## config.mk

```make
export PLATFORM = sky130hd
export DESIGN_NAME = sy_ppl_alu_iq
export DESIGN_NICKNAME = d
export VERILOG_FILES = /design/src/rtl/sy_ppl_alu_iq.sv
export SDC_FILE = /design/constraint.sdc
export NUM_CORES = 2
export LEC_CHECK = 0
export CAP_MARGIN = 20
export CORE_UTILIZATION = 43
export CTS_BUF_LIST = sky130_fd_sc_hd__clkbuf_4 sky130_fd_sc_hd__clkbuf_8 sky130_fd_sc_hd__clkbuf_16
export CTS_CLUSTER_SIZE = 20
export DETAILED_ROUTE_END_ITERATION = 7
export GPL_TIMING_DRIVEN = 0
export PLACE_DENSITY = 0.58
export SETUP_SLACK_MARGIN = 0.05
export SYNTH_ARGS = -nofsm -noshare
export SYNTH_HDL_FRONTEND = slang
export SYNTH_SLANG_ARGS = --single-unit
```

## constraint.sdc

```tcl
create_clock -name clk_i -period 11.38 [get_ports clk_i]
set_input_delay 1.707 -clock clk_i [delete_from_list [all_inputs] [get_ports clk_i]]
set_output_delay 1.707 -clock clk_i [all_outputs]
set_load 0.1 [all_outputs]
```

## src/rtl/sy_ppl_alu_iq.sv

```systemverilog
// sy_ppl_alu_iq: ALU issue queue with wakeup tracking and oldest-ready select
// Ports: clk_i/rst_i (async, active-low); flush_i discards the queue and the issue register.
//   dsp_*: dispatch of one op per cycle when dsp_rdy_o; awk_*: wakeup broadcast ports.
//   iss_*: registered issue interface (valid/ready); iq_empty_o: no valid entries.
module sy_ppl_alu_iq #(
   parameter int DEPTH       = 8,
   parameter int ROB_WTH     = 6,
   parameter int PHY_REG_WTH = 7,
   parameter int PLD_WTH     = 256,
   parameter int AWK_NUM     = 2
) (
   input  logic                           clk_i,
   input  logic                           rst_i,
   input  logic                           flush_i,
   input  logic                           dsp_vld_i,
   output logic                           dsp_rdy_o,
   input  logic [ROB_WTH-1:0]             dsp_rob_idx_i,
   input  logic [PLD_WTH-1:0]             dsp_pld_i,
   input  logic [PHY_REG_WTH-1:0]         dsp_rs1_idx_i,
   input  logic [PHY_REG_WTH-1:0]         dsp_rs2_idx_i,
   input  logic                           dsp_rs1_rdy_i,
   input  logic                           dsp_rs2_rdy_i,
   input  logic                           dsp_rdst_en_i,
   input  logic [PHY_REG_WTH-1:0]         dsp_rdst_idx_i,
   input  logic [AWK_NUM-1:0]             awk_vld_i,
   input  logic [AWK_NUM*PHY_REG_WTH-1:0] awk_idx_i,
   output logic                           iss_vld_o,
   input  logic                           iss_rdy_i,
   output logic [ROB_WTH-1:0]             iss_rob_idx_o,
   output logic [PLD_WTH-1:0]             iss_pld_o,
   output logic [PHY_REG_WTH-1:0]         iss_rs1_idx_o,
   output logic [PHY_REG_WTH-1:0]         iss_rs2_idx_o,
   output logic                           iss_rdst_en_o,
   output logic [PHY_REG_WTH-1:0]         iss_rdst_idx_o,
   output logic                           iq_empty_o
);
   localparam int IW = $clog2(DEPTH);
   localparam logic [IW:0] FULL = (IW+1)'(DEPTH);
   logic [DEPTH-1:0] vld, rs1_rdy, rs2_rdy, cand, win, wk1, wk2;
   logic [DEPTH-1:0][DEPTH-1:0] age;
   logic [ROB_WTH-1:0] rob [DEPTH];
   logic [PLD_WTH-1:0] pld [DEPTH];
   logic [PHY_REG_WTH-1:0] rs1_idx [DEPTH];
   logic [PHY_REG_WTH-1:0] rs2_idx [DEPTH];
   logic [PHY_REG_WTH-1:0] rdst_idx [DEPTH];
   logic [DEPTH-1:0] rdst_en;
   logic [IW:0] cnt;
   logic [IW-1:0] free_idx, win_idx;
   logic accept, dsp_fire, sel_fire, dwk1, dwk2;
   // accept excludes rst_i so the reset net never feeds synchronous data paths
   assign accept = (cnt < FULL) && !flush_i;
   assign dsp_rdy_o = rst_i && accept;
   assign dsp_fire = dsp_vld_i && accept;
   assign cand = vld & rs1_rdy & rs2_rdy;
   assign sel_fire = (|cand) && (!iss_vld_o || iss_rdy_i);
   assign iq_empty_o = (cnt == '0);
   always_comb begin
      wk1 = '0;
      wk2 = '0;
      dwk1 = 1'b0;
      dwk2 = 1'b0;
      for (int p = 0; p < AWK_NUM; p++) begin
         for (int i = 0; i < DEPTH; i++) begin
            wk1[i] = wk1[i] | (vld[i] && awk_vld_i[p] && awk_idx_i[p*PHY_REG_WTH +: PHY_REG_WTH] == rs1_idx[i]);
            wk2[i] = wk2[i] | (vld[i] && awk_vld_i[p] && awk_idx_i[p*PHY_REG_WTH +: PHY_REG_WTH] == rs2_idx[i]);
         end
         dwk1 = dwk1 | (awk_vld_i[p] && awk_idx_i[p*PHY_REG_WTH +: PHY_REG_WTH] == dsp_rs1_idx_i);
         dwk2 = dwk2 | (awk_vld_i[p] && awk_idx_i[p*PHY_REG_WTH +: PHY_REG_WTH] == dsp_rs2_idx_i);
      end
   end
   // a candidate wins unless some other candidate is older than it
   always_comb begin
      win = cand;
      win_idx = '0;
      free_idx = '0;
      for (int i = 0; i < DEPTH; i++)
         for (int j = 0; j < DEPTH; j++)
            if (cand[j] && age[j][i]) win[i] = 1'b0;
      for (int i = 0; i < DEPTH; i++)
         if (win[i]) win_idx = IW'(i);
      for (int i = DEPTH - 1; i >= 0; i--)
         if (!vld[i]) free_idx = IW'(i);
   end
   always_ff @(posedge clk_i or negedge rst_i) begin
      if (!rst_i) begin
         vld <= '0;
         rs1_rdy <= '0;
         rs2_rdy <= '0;
         age <= '0;
         cnt <= '0;
         iss_vld_o <= 1'b0;
         iss_rob_idx_o <= '0;
         iss_pld_o <= '0;
         iss_rs1_idx_o <= '0;
         iss_rs2_idx_o <= '0;
         iss_rdst_en_o <= 1'b0;
         iss_rdst_idx_o <= '0;
      end else begin
         rs1_rdy <= rs1_rdy | wk1;
         rs2_rdy <= rs2_rdy | wk2;
         if (dsp_fire) begin
            rs1_rdy[free_idx] <= dsp_rs1_rdy_i | dwk1;
            rs2_rdy[free_idx] <= dsp_rs2_rdy_i | dwk2;
            age[free_idx] <= '0;
            for (int j = 0; j < DEPTH; j++)
               if (vld[j]) age[j][free_idx] <= 1'b1;
         end
         if (flush_i) begin
            vld <= '0;
            cnt <= '0;
            iss_vld_o <= 1'b0;
         end else begin
            vld <= (vld & ~(win & {DEPTH{sel_fire}})) | (DEPTH'(dsp_fire) << free_idx);
            cnt <= cnt + {{IW{1'b0}}, dsp_fire} - {{IW{1'b0}}, sel_fire};
            iss_vld_o <= sel_fire ? 1'b1 : (iss_rdy_i ? 1'b0 : iss_vld_o);
            if (sel_fire) begin
               iss_rob_idx_o <= rob[win_idx];
               iss_pld_o <= pld[win_idx];
               iss_rs1_idx_o <= rs1_idx[win_idx];
               iss_rs2_idx_o <= rs2_idx[win_idx];
               iss_rdst_en_o <= rdst_en[win_idx];
               iss_rdst_idx_o <= rdst_idx[win_idx];
            end
         end
      end
   end
   // payload storage needs no reset: it is only read behind a valid bit
   always_ff @(posedge clk_i) begin
      if (dsp_fire) begin
         rob[free_idx] <= dsp_rob_idx_i;
         pld[free_idx] <= dsp_pld_i;
         rs1_idx[free_idx] <= dsp_rs1_idx_i;
         rs2_idx[free_idx] <= dsp_rs2_idx_i;
         rdst_en[free_idx] <= dsp_rdst_en_i;
         rdst_idx[free_idx] <= dsp_rdst_idx_i;
      end
   end
endmodule

```

==> summary.txt <==
Seq/Total Area, Yosys -> 75.0%
I/O Buffers -> 579
max-slew violations -> 0
Leak -> 45.6 nW
IO Pins -> 594
commonest non-fill, non-tap cells in the layout -> edfxtp_1 (2272), nand2_1 (980), a21oi_1 (696), clkdlybuf4s50_1 (578), dfrtp_1 (377)
worst path bufs/invs -> 5
worst path cell trace -> buf_8, buf_16, buf_16, buf_16, and2_1, clkdlybuf4s50_1
Max-Cap Viols -> 0
Initial DRC Count -> 7230
Critical-path top delay cell -> clkdlybuf4s50_1
commonest non-fill, non-tap cell in the layout -> edfxtp_1
Top delay family on crit path -> buffers and inverters
vias per cell -> 5.92
Residual DRC -> 0
largest net degree at the start of global routing -> 103
share of layout cells above drive strength 1 -> 11.2%
gr busiest metal -> met2
Fin. Hold Viols -> 0
Vias -> 66969
Fmax achieved -> 147 MHz
crit path capture type -> primary output
die width -> 493 um
Die ar. -> 0.243 mm^2
cts repair resizes -> 0
Initial Util -> 43.4%
yosys warns -> 0
Rel. slew slack -> 18.4%
Clock Skews -> 0.0814 ns
root buf cell -> clkbuf_16
Die Ht -> 493 um
initial antenna violation count -> 106
hold buffer count at cts -> 0
post-CTS setup buffer count -> 0
mapped cell area -> 0.104 mm^2
Final ANT Viol Nets -> 0
remaining global-route overflow -> 0
Worst path max stage delay -> 1.13 ns
startpoint types -> input pin
first-pass GRT wire length -> 483000 um
dpl hpwl -> 219000 um
row cnt -> 179
layout overhead on the synthesized area -> 20.6%
multi-input logic area -> 0.0235 mm^2
clock sink count -> 2649
RSZ-0062 raised after global routing -> no
Final nets -> 8185
GPL Wtd Cong -> 0.933
critical path required time -> 9.67 ns
GR Layer Usage met2 -> 43.3%
FFs w/ async S/R, synth -> 14.2%
Syn Inst Count -> 6912
met3 Use GR -> 7.17%
CP max FO -> 102
Crit path top cell by count -> buf_16
Seq. cell area -> 0.0777 mm^2
DR WL/cell -> 30.6 um
Place WS -> 4.45 ns
CTS Buffer Depth -> 4
synth unique cells -> 58
status -> finished, final reports clean
Slew @ Worst Pin -> 1.22 ns
final core occ -> 52.3%
syn nets -> 7225
number of global-route vias before repair -> 65343
final worst slack -> 4.57 ns
Max rail drop VDD -> 227 uV
Most used DFF post-synth -> edfxtp_1
iteration count of the initial detailed-routing pass -> 8
Synth Area per Inst -> 15.0 um^2
TritonCTS clock tree -> built
final setup TNS -> 0 ns
CTS Buf Count -> 296
critical path class -> input pin to primary output
clk_lat worst skew -> 0.98 ns
Yosys reg bits -> 2649
worst hold path type -> flop to flop
Critical Path AT -> 5.10 ns
setup violators final -> 0
fin crit share -> 59.9%
Post-Route WL -> 346000 um
number of flops mapped to enable cells by yosys -> 2272
CTS clk-pin slew, worst paths -> 0.06 ns
Fillers -> 19906
GRT Util Overall -> 27.9%
Core Region -> 0.239 mm^2
Tmin final -> 6.81 ns
Max H-tree Level -> 5
met1 GRT Util -> 37.2%
Power Density -> 227 mW/mm^2
-- worst register-to-register path, stage by stage (launching register included) --
cell	delay, ns
dfrtp_1	0.58
nand3_1	0.39
nand4_1	0.33
o41ai_4	0.21
nor2_2	0.83
and3_1	0.46
buf_2	0.58
clkbuf_2	0.71
clkbuf_1	0.82
o2111ai_1	0.29
o221a_2	0.21
-- cell families (layout without fill, tap and decap cells) --
kind of cell | Yosys count | after routing | share of synthesized area (%)
DFF | 2649 | 2649 | 75.0
AOI/OAI and AO/OA | 1632 | 1632 | 10.7
and+or+nand+nor | 1475 | 1475 | 6.09
buffers and inverters | 525 | 1709 | 2.39
muxes | 371 | 371 | 3.59
xor gates and xnor gates | 254 | 254 | 2.15
adders and majority gates | 6 | 6 | 0.0797
other | 0 | 42 | 0
-- area by class of cell --
| type | count | share of cell area, % |
|---|---|---|
| repair buffers | 662 | 6.16 |
| multi-input cells | 3738 | 18.8 |
| clock buffers | 396 | 6.72 |
| diodes | 42 | 0.0841 |
| flip-flops and latches | 2649 | 62.1 |
| well taps | 3167 | 3.17 |
| clock inverters | 126 | 0.914 |
| plain buffers | 501 | 1.91 |
| inverters | 24 | 0.114 |
-- registers in the layout (all words and copies together) (netlist names), named ones only --
| name | cells |
|---|---|
| age | 48 |
| cnt | 4 |
| iss_pld_o | 256 |
| iss_rdst_en_o | 1 |
| iss_rdst_idx_o | 7 |
| iss_rob_idx_o | 6 |
| iss_rs1_idx_o | 7 |
| iss_rs2_idx_o | 7 |
| iss_vld_o | 1 |
| pld | 2048 |
| rdst_en | 8 |
| rdst_idx | 56 |
| rob | 48 |
| rs1_idx | 56 |
| rs1_rdy | 8 |
| rs2_idx | 56 |
| rs2_rdy | 8 |
| vld | 8 |
-- metal layers --
metal,wire length (um),vias to the layer above
li1,-,28720
met1,140000,34251
met2,160000,3282
met3,31600,636
met4,13500,80
met5,506,-
-- metrics by stage --
stage	total power (W)	area [um^2]	hold WS, ns	cells
6_report	0.0283	125000	0.479	11305
4_1_cts	0.0284	125000	0.481	11254
3_5_place_dp	0.0190	115000	0.466	10732
2_1_floorplan	0.0165	104000	0.443	6912
5_1_grt	0.0291	125000	0.500	11292
3_3_place_gp	0.0188	113000	0.460	10658
-- power by group --
group	internal, W	switching, W
Clock	0.00561	0.00382
Combinational	0.00188	0.00526
Sequential	0.0112	0.000537
-- final timing paths --
path	start	endpoint	slack (ns)	cells after the start
max	rst_i	dsp_rdy_o	4.57	6
min	age[39]	age[39]	0.48	2
max reg2reg	rs1_rdy[6]	iss_pld_o[244]	5.83	10
min reg2reg	age[39]	age[39]	0.48	2
max in group asynchronous	rst_i	iss_pld_o[156]	8.63	4
min in group asynchronous	rst_i	iss_pld_o[169]	0.72	1
-- synthesized netlist by cell type, drive strengths merged, types with 87 or more instances --
cell type / instances / area share, %
a221oi: 131 / 1.1
dfrtp: 377 / 9.1
a22oi: 164 / 1.2
edfxtp: 2272 / 66
a21oi: 697 / 3.4
o221a: 87 / 0.95
xor2: 196 / 1.7
clkbuf: 223 / 0.81
o21ai: 173 / 0.84
nand3: 311 / 1.5
nand2: 980 / 3.6
o2111ai: 93 / 0.79
mux2i: 371 / 3.6
a221o: 133 / 1.3
buf: 278 / 1.5
Note: power is estimated with default switching activity, not from simulation.
